==> config.mk <==
export PLATFORM = sky130hd
export DESIGN_NAME = arbitro_escrita
export DESIGN_NICKNAME = d
export VERILOG_FILES = /design/src/rtl/arbitro_escrita.sv
export SDC_FILE = /design/constraint.sdc
export NUM_CORES = 1
export LEC_CHECK = 0
export ABC_AREA = 0
export ABC_CLOCK_PERIOD_IN_PS = 3900
export CAP_MARGIN = 20
export CORE_ASPECT_RATIO = 0.75
export CORE_MARGIN = 4
export CORE_UTILIZATION = 52
export DETAILED_ROUTE_END_ITERATION = 10
export GPL_TIMING_DRIVEN = 1
export PLACE_DENSITY_LB_ADDON = 0.1
export SLEW_MARGIN = 10
export SYNTH_ARGS = -nofsm -noshare
export SYNTH_HDL_FRONTEND = slang
export SYNTH_SLANG_ARGS = --single-unit
==> constraint.sdc <==
create_clock -name clock -period 3.9 [get_ports clock]
set_input_delay 0.975 -clock clock [delete_from_list [all_inputs] [get_ports clock]]
set_output_delay 0.975 -clock clock [all_outputs]
set_load 0.01 [all_outputs]
==> src/rtl/arbitro_escrita.sv <==
// arbitro_escrita: writeback arbiter and pending-register scoreboard.
// Single-cycle ALU results have absolute priority on the register-file write port.
// Slow results (loads, mul/div) arrive on a valid/ready handshake and wait in a
// small FIFO. The FIFO drains whenever the ALU is idle; an ALU result to x0 counts as idle.
// The pendente vector marks destination registers with a write still outstanding,
// so decode can stall on RAW/WAW hazards.
// Optional feature macro: ARBITRO_BYPASS_EN. When it is defined, a slow result that
// arrives while the FIFO is empty and the ALU is idle skips the FIFO and is written
// one cycle after acceptance.
module arbitro_escrita #(
    parameter int PROFUNDIDADE = 4,
    parameter int LARGURA      = 32
) (
    input  logic               clock,
    input  logic               reset,
    input  logic               alu_valido,
    input  logic [4:0]         alu_regd,
    input  logic [LARGURA-1:0] alu_dado,
    input  logic               mem_valido,
    input  logic [4:0]         mem_regd,
    input  logic [LARGURA-1:0] mem_dado,
    output logic               mem_pronto,
    input  logic               emite_valido,
    input  logic [4:0]         emite_regd,
    output logic               reg_escrita,
    output logic [4:0]         endereco_regd,
    output logic [LARGURA-1:0] dado_escrita,
    output logic [31:0]        pendente,
    output logic               fila_vazia,
    output logic               fila_cheia
);

    localparam int AW = $clog2(PROFUNDIDADE);
    localparam logic [AW:0] CONT_CHEIA = (AW + 1)'(PROFUNDIDADE);

    // FIFO storage, written on push; not reset, since the pointers define validity
    logic [LARGURA-1:0] fila_dado_mem [PROFUNDIDADE];
    logic [4:0]         fila_regd_mem [PROFUNDIDADE];

    logic [AW-1:0] ptr_esc_q, ptr_esc_d;
    logic [AW-1:0] ptr_lei_q, ptr_lei_d;
    logic [AW:0]   contagem_q, contagem_d;

    logic               reg_escrita_q, reg_escrita_d;
    logic [4:0]         endereco_q, endereco_d;
    logic [LARGURA-1:0] dado_q, dado_d;
    logic [31:0]        pendente_q, pendente_d;

    logic alu_ativo;
    logic aceita_mem;
    logic mem_util;
    logic desvio;
    logic empilha;
    logic desempilha;

    logic [31:0] marca_vec;
    logic [31:0] limpa_vec;

    assign fila_vazia = (contagem_q == '0);
    assign fila_cheia = (contagem_q == CONT_CHEIA);

    // Readiness looks only at full, so a same-cycle pop never reopens a full FIFO
    assign mem_pronto = ~fila_cheia & ~reset;

    assign reg_escrita   = reg_escrita_q;
    assign endereco_regd = endereco_q;
    assign dado_escrita  = dado_q;
    assign pendente      = pendente_q;

    // Arbitration decisions for this cycle
    always_comb begin
        alu_ativo  = alu_valido && (alu_regd != 5'd0);
        aceita_mem = mem_valido && mem_pronto;
        // A result destined for x0 completes its handshake but is dropped
        mem_util   = aceita_mem && (mem_regd != 5'd0);
`ifdef ARBITRO_BYPASS_EN
        desvio     = mem_util && fila_vazia && !alu_ativo;
`else
        desvio     = 1'b0;
`endif
        empilha    = mem_util && !desvio;
        desempilha = !alu_ativo && !fila_vazia;
    end

    // Next-state for the FIFO pointers and occupancy count
    always_comb begin
        ptr_esc_d  = ptr_esc_q;
        ptr_lei_d  = ptr_lei_q;
        contagem_d = contagem_q;
        if (empilha) begin
            ptr_esc_d = ptr_esc_q + AW'(1);
        end
        if (desempilha) begin
            ptr_lei_d = ptr_lei_q + AW'(1);
        end
        case ({empilha, desempilha})
            2'b10:   contagem_d = contagem_q + (AW + 1)'(1);
            2'b01:   contagem_d = contagem_q - (AW + 1)'(1);
            default: contagem_d = contagem_q;
        endcase
    end

    // Write-port selection: ALU first, then the FIFO head, then a bypassed slow result
    always_comb begin
        reg_escrita_d = 1'b0;
        endereco_d    = endereco_q;
        dado_d        = dado_q;
        if (alu_ativo) begin
            reg_escrita_d = 1'b1;
            endereco_d    = alu_regd;
            dado_d        = alu_dado;
        end else if (desempilha) begin
            reg_escrita_d = 1'b1;
            endereco_d    = fila_regd_mem[ptr_lei_q];
            dado_d        = fila_dado_mem[ptr_lei_q];
        end else if (desvio) begin
            reg_escrita_d = 1'b1;
            endereco_d    = mem_regd;
            dado_d        = mem_dado;
        end
    end

    // Per-register set/clear terms; x0 can never be marked pending
    generate
        for (genvar gi = 0; gi < 32; gi++) begin : g_marca
            if (gi == 0) begin : g_zero
                assign marca_vec[gi] = 1'b0;
                assign limpa_vec[gi] = 1'b0;
            end else begin : g_reg
                assign marca_vec[gi] = emite_valido && (emite_regd == 5'(gi));
                assign limpa_vec[gi] = reg_escrita_q && (endereco_q == 5'(gi));
            end
        end
    endgenerate

    // Scoreboard update: an issue on the same edge as the write keeps the bit set
    always_comb begin
        pendente_d    = (pendente_q & ~limpa_vec) | marca_vec;
        pendente_d[0] = 1'b0;
    end

    // FIFO storage write
    always_ff @(posedge clock) begin
        if (empilha) begin
            fila_dado_mem[ptr_esc_q] <= mem_dado;
            fila_regd_mem[ptr_esc_q] <= mem_regd;
        end
    end

    // State registers; reset flushes the FIFO, the write port and the scoreboard
    always_ff @(posedge clock) begin
        if (reset) begin
            ptr_esc_q     <= '0;
            ptr_lei_q     <= '0;
            contagem_q    <= '0;
            reg_escrita_q <= 1'b0;
            endereco_q    <= '0;
            dado_q        <= '0;
            pendente_q    <= '0;
        end else begin
            ptr_esc_q     <= ptr_esc_d;
            ptr_lei_q     <= ptr_lei_d;
            contagem_q    <= contagem_d;
            reg_escrita_q <= reg_escrita_d;
            endereco_q    <= endereco_d;
            dado_q        <= dado_d;
            pendente_q    <= pendente_d;
        end
    end

endmodule

==> flow_metrics.tcl, run 1 <==
set metrics [dict create \
    synth_seq_cells 226 \
    comb_power_share_pct 22.9 \
    core_um2 16200 \
    finalCritPeriodShare_pct 81.9 \
    firstDrtPassIters 5 \
    postCtsHoldBufs 0 \
    cts.clk_slew.worst_paths_ns 0.06 \
    worst-setup-path-type "in -> reg" \
    reg2reg_depth 11 \
    hold_violations 0 \
    cts_tree "built" \
    ctsHtreeMaxLevel 1 \
    wl_per_cell_um 20.5 \
    synth_area_um2 8720 \
    ant_nets 0 \
    placed_area_um2 10500 \
    grt_pass1_wl_um 32400 \
    fmax_mhz 313 \
    grt_use_total_pct 21.8 \
    min-delay-start "pendente[9]$_SDFF_PP0_" \
    clk_path_buf_depth 3 \
    setup_viol 0 \
    arrival_ns 3.61 \
    drive_gt1_share_pct 11.3 \
    ys_seq_area_share_pct 68.9 \
    p_int_mw 4.47 \
    synth-edff-count 148 \
    synthesis.instances 626 \
    die_x_um 158 \
    tightestPinTransition_ns 0.666 \
    slew_violations 0 \
    cts_root_buffer "clkbuf_16" \
    rrSetupSlack_ns 1.21 \
    yosysTopAreaCell "edfxtp_1" \
    fill_cells 1124 \
    synth.net_count 716 \
    final-seq-area_um2 6010 \
    first_iter_violations 635 \
    cts_sinks 226 \
    drv_cap 0 \
    required_ns 4.32 \
    antenna_found_initial 1 \
    final_area_um2 11100 \
    cellPowerDensity_nw_per_um2 557 \
    initial_core_util_pct 53.8 \
    hp-class "reg -> reg" \
    outcome "finished clean" \
    die_h_um 120 \
    route.vias.total 5798 \
    fin_tns_setup_ns 0 \
    layout_common_cells "clkdlybuf4s50_1 (154), edfxtp_1 (148), dfxtp_1 (76)" \
    syn_to_final_growth_pct 27.8 \
    synthTopCellsByArea "edfxtp_1 (51%), dfxtp_1 (18%), mux4_2 (9.6%)" \
    row_count 40 \
    dp_hpwl_um 13500 \
    fin_crit_ns 3.19 \
    drcViolationCount 0 \
    rsz0062_at_grt "false" \
    gp_congestion 0.848 \
    hold_depth 2 \
    wirelength_um 20600 \
    dp_cells 967 \
    final_common_cell "clkdlybuf4s50_1" \
    switching_share_pct 27.9 \
    startpoint_type "input pin" \
    preCtsSetupSlack_ns 0.204 \
    vdd_ir_drop_max_v 0.000388 \
    ioPinCount 157 \
    dieArea_um2 18900 \
    rr_endpoint "contagem_q[2]$_SDFFE_PP0P_" \
    p_switching_mw 1.73 \
    postCtsSetupBuffers 0 \
    crit_path_end_kind "flip-flop" \
    p_seq_share_pct 46.4 \
    cts_buffers 21 \
    grt_max_degree 57 \
    clk_latency_ns 0.49 \
    synth_ff_type "edfxtp_1" \
    cts.repair.resized 0 \
    timing.hold.ws_ns 0.473 \
    p_total_mw 6.21 \
    skew_ns 0.00849 \
    holdPathEnd "pendente[9]$_SDFF_PP0_" \
    grt_pass1_vias 6012 \
    reg2reg_from "contagem_q[2]$_SDFFE_PP0P_" \
    nNetsFinal 870 \
    port_buffers 155 \
    grt_overflow 0 \
    synth_top_area_share_pct 51.0 \
    yosys.cell_types.count 38 \
    multi_input_area_um2 2520 \
    p_clk_share_pct 30.7 \
    yosysWarnings 0 \
    maxSlewHeadroom_pct 55.6 \
    leakage_nw 3.63 \
    via_per_inst 5.77 \
    fin_ws_ns 0.707 \
    crit_path_max_fanout 2 \
    stdcell_count 1004 \
    avgSynthCellArea_um2 13.9 \
    async_flop_share_pct 0 \
    fin_util_pct 68.7 \
]
## cell usage after synthesis (2+ instances only)
master,instances
buf_4,3
or3_1,2
buf_6,2
a21oi_1,72
nor3b_1,3
buf_2,8
o21ai_0,33
a22oi_1,2
clkbuf_1,21
nand3_1,15
nor2_1,48
nor2b_1,9
dfxtp_1,78
xor2_1,2
nand2_1,65
and3_1,4
ha_1,5
inv_1,8
mux2_2,2
buf_1,3
nor3_1,3
mux4_2,37
a211oi_1,36
edfxtp_1,148
nand2b_1,4
## layout make-up
class	instances	area share [%]
flip-flops and latches	226	53.9
inverters	8	0.269
clock inverters	7	0.505
multi-input cells	354	22.6
diodes	1	0.0225
repair buffers	169	15.3
clock buffers	29	5.07
well taps	210	2.36
## power by group through the flow
stage	Sequential, mW	Combinational, mW	Clock (mW)
finish	2.88	1.42	1.91
floorplan	2.91	0.852	0
global route	2.91	1.56	2.04
detailed placement	2.94	1.43	0
global placement	2.92	1.41	0
CTS	2.89	1.44	1.93
## cell families after synthesis
logic type | synth area share, %
flip-flops | 68.9
AND/OR/NAND/NOR | 7.95
AO/OA/AOI/OAI | 9.77
buffers and inverters | 2.41
multiplexers | 9.81
adder cells (fa/ha/maj) | 0.947
XOR/XNOR | 0.201
other | 0.0430
## state kept, by name, indices dropped and copies added (netlist names), named ones only
name	cells
ptr_esc_q	2
contagem_q	3
ptr_lei_q	2
fila_regd_mem	20
reg_escrita	1
pendente	31
dado_escrita	32
endereco_regd	5
fila_dado_mem	128
## worst max-delay path by stage
| stage | cells after the start | to | startpoint | slack (ns) |
|---|---|---|---|---|
| after CTS | 10 | contagem_q[2]$_SDFFE_PP0P_ | alu_regd[1] | 0.71 |
| after global routing | 10 | contagem_q[2]$_SDFFE_PP0P_ | alu_regd[1] | 0.58 |
| final | 10 | contagem_q[2]$_SDFFE_PP0P_ | alu_regd[1] | 0.71 |
| after detailed placement | 10 | contagem_q[2]$_SDFFE_PP0P_ | alu_regd[1] | 0.20 |
| after floorplan | 11 | contagem_q[2]$_SDFFE_PP0P_ | alu_regd[1] | 0.61 |
| after global placement | 10 | contagem_q[2]$_SDFFE_PP0P_ | alu_regd[1] | 0.28 |
## critical path, stage by stage
cell and delay [ns]:
clkdlybuf4s50_1 0.47, or4_4 0.58, o21a_2 0.22, nor2_1 0.10
ha_1 0.20, inv_1 0.07, fa_1 0.38, xor2_1 0.15
or3_1 0.31, a21oi_1 0.15
## metal layers
metal / part of all wire [%] / up-vias / GRT usage [%]
met3: 7.8 / 29 / 4.15
met2: 48 / 215 / 35.3
met5: 0.063 / - / 0
met1: 43 / 2901 / 30.9
li1: - / 2651 / -
met4: 1.9 / 2 / 5.27
Power figures use the tool's default switching activity.
==> inputs of run 2 (changes only) <==
ABC_CLOCK_PERIOD_IN_PS = 2680   (was 3900)
CORE_UTILIZATION = 47   (was 52)
clock period = 2.68 ns   (was 3.9 ns; I/O delays follow)
==> flow_metrics.tcl, run 2 (synthesis gave the netlist of run 1 again) <==
set metrics [dict create \
    outcome "finished clean" \
    dieArea_um2 20800 \
    setup_viol 0 \
    dp_hpwl_um 14000 \
    row_count 42 \
    fill_cells 1306 \
    die_x_um 165 \
    die_h_um 126 \
    antenna_found_initial 1 \
    postCtsHoldBufs 0 \
    first_iter_violations 397 \
    worst-setup-path-type "in -> reg" \
    wl_per_cell_um 19.8 \
    fin_util_pct 64.8 \
    wirelength_um 21100 \
    nNetsFinal 896 \
    grt_max_degree 54 \
    cts_buffers 23 \
    stdcell_count 1064 \
    dp_cells 1023 \
    n_antenna_cell 0 \
    maxSlewHeadroom_pct 54.3 \
    clk_latency_ns 0.50 \
    hold_violations 0 \
    fin_tns_setup_ns 0 \
    placed_area_um2 10800 \
    final_common_cell "clkdlybuf4s50_1" \
    initial_core_util_pct 48.7 \
    final_area_um2 11600 \
    leakage_nw 3.86 \
    syn_to_final_growth_pct 33.1 \
    layout_common_cells "clkdlybuf4s50_1 (149), edfxtp_1 (148), dfxtp_1 (76)" \
    grt_pass1_wl_um 32900 \
    grt_overflow 0 \
    p_total_mw 9.57 \
    drv_cap 0 \
    grt_use_total_pct 20.3 \
    tightestPinTransition_ns 0.680 \
    cts.clk_slew.worst_paths_ns 0.06 \
    fmax_mhz 390 \
    port_buffers 155 \
    cts_root_buffer "clkbuf_16" \
    cp_top_family "simple AND/OR/NAND/NOR gates" \
    ctsHtreeMaxLevel 1 \
    slew_violations 0 \
    rsz0062_at_grt "false" \
    arrival_ns 2.99 \
    grt_pass1_vias 5971 \
    postCtsSetupBuffers 0 \
    top_register "fila_dado_mem" \
    crit_path_max_fanout 2 \
    skew_ns 0.0119 \
    crit_chain "dlygate4sd2_1 > or4_4 > o21a_4 > nor2_2 > ha_2 > inv_2 > fa_2 > xor2_1 > or3_4 > a21oi_2" \
    hp-class "reg -> reg" \
    drcViolationCount 0 \
    worst_path_max_delay_cell "or4_4" \
    crit_buf_inv 2 \
    cts_sinks 226 \
    firstDrtPassIters 7 \
    gp_congestion 0.877 \
    startpoint_type "input pin" \
    largest_reg_flops 128 \
    crit_path_end_kind "flip-flop" \
    required_ns 3.10 \
    fin_crit_ns 2.56 \
    via_per_inst 5.56 \
    ioPinCount 157 \
    vdd_ir_drop_max_v 0.000528 \
    route.vias.total 5918 \
    clk_path_buf_depth 3 \
    cpPeakStageDelay_ns 0.54 \
    core_um2 17900 \
    finalCritPeriodShare_pct 95.6 \
    cts_tree "built" \
    ant_nets 0 \
    drive_gt1_share_pct 15.9 \
    cellPowerDensity_nw_per_um2 825 \
]
-- run 2: changes by cell type in the layout (fill, tap and decap cells not counted), sizes merged, moves of 2 or more --
cell,delta
dlygate4sd2,+4
clkbuf,+2
buf,+24
clkinv,+2
clkdlybuf4s50,-5
-- run 2: area by class of cell --
| type | instances | area [um^2] | area share [%] |
|---|---|---|---|
| clock buffers | 31 | 657 | 5.66 |
| clock inverters | 10 | 100 | 0.863 |
| inverters | 8 | 30.0 | 0.259 |
| multi-input cells | 354 | 2550 | 22.0 |
| flip-flops and latches | 226 | 6010 | 51.8 |
| well taps | 242 | 303 | 2.61 |
| repair buffers | 193 | 1950 | 16.8 |
-- run 2: metal layers --
layer | part of all wire [%] | GRT usage [%] | vias to the layer above
met2 | 49 | 33.3 | 198
met3 | 6.7 | 4.47 | 31
met4 | 1.5 | 3.83 | 2
met1 | 43 | 28.3 | 2973
li1 | - | - | 2714
met5 | 0.066 | 0 | -
-- run 2: power breakdown --
group          switching [mW]  leakage [nW]  internal (mW)  total [mW]
Combinational            1.19          1.50           1.03        2.22
Sequential              0.179          1.98           4.00        4.18
Clock                    1.27         0.375           1.91        3.17
-- run 2: worst register-to-register path: cells and delay by family, from the launching register on --
kind / cells / cell delay (ns)
adder cells (fa/ha/maj): 2 / 0.51
flip-flops: 1 / 0.37
buffers and inverters: 2 / 0.11
AND/OR/NAND/NOR: 3 / 0.84
AO/OA/AOI/OAI: 2 / 0.26
XOR/XNOR: 1 / 0.15
-- run 2: per-stage QoR --
stage | setup slack (ns) | hold slack (ns)
6_report | 0.118 | 0.477
5_1_grt | 0.0390 | 0.510
4_1_cts | 0.0431 | 0.477
3_5_place_dp | -0.569 | 0.469
3_3_place_gp | -0.467 | 0.454
2_1_floorplan | -0.226 | 0.454
-- run 2: final timing paths --
kind	slack, ns	end	from	depth (start not counted)
setup / recovery	0.12	contagem_q[2]$_SDFFE_PP0P_	alu_regd[4]	10
hold / removal	0.48	pendente[12]$_SDFF_PP0_	pendente[12]$_SDFF_PP0_	2
setup reg to reg	0.36	contagem_q[2]$_SDFFE_PP0P_	contagem_q[2]$_SDFFE_PP0P_	10
hold reg to reg	0.48	pendente[12]$_SDFF_PP0_	pendente[12]$_SDFF_PP0_	2
-- run 2: repair_timing --
item / in CTS / in global routing
endpoints found under the setup margin: 2 / 2
pin swaps: 5 / 3
resized for setup: 7 / 3
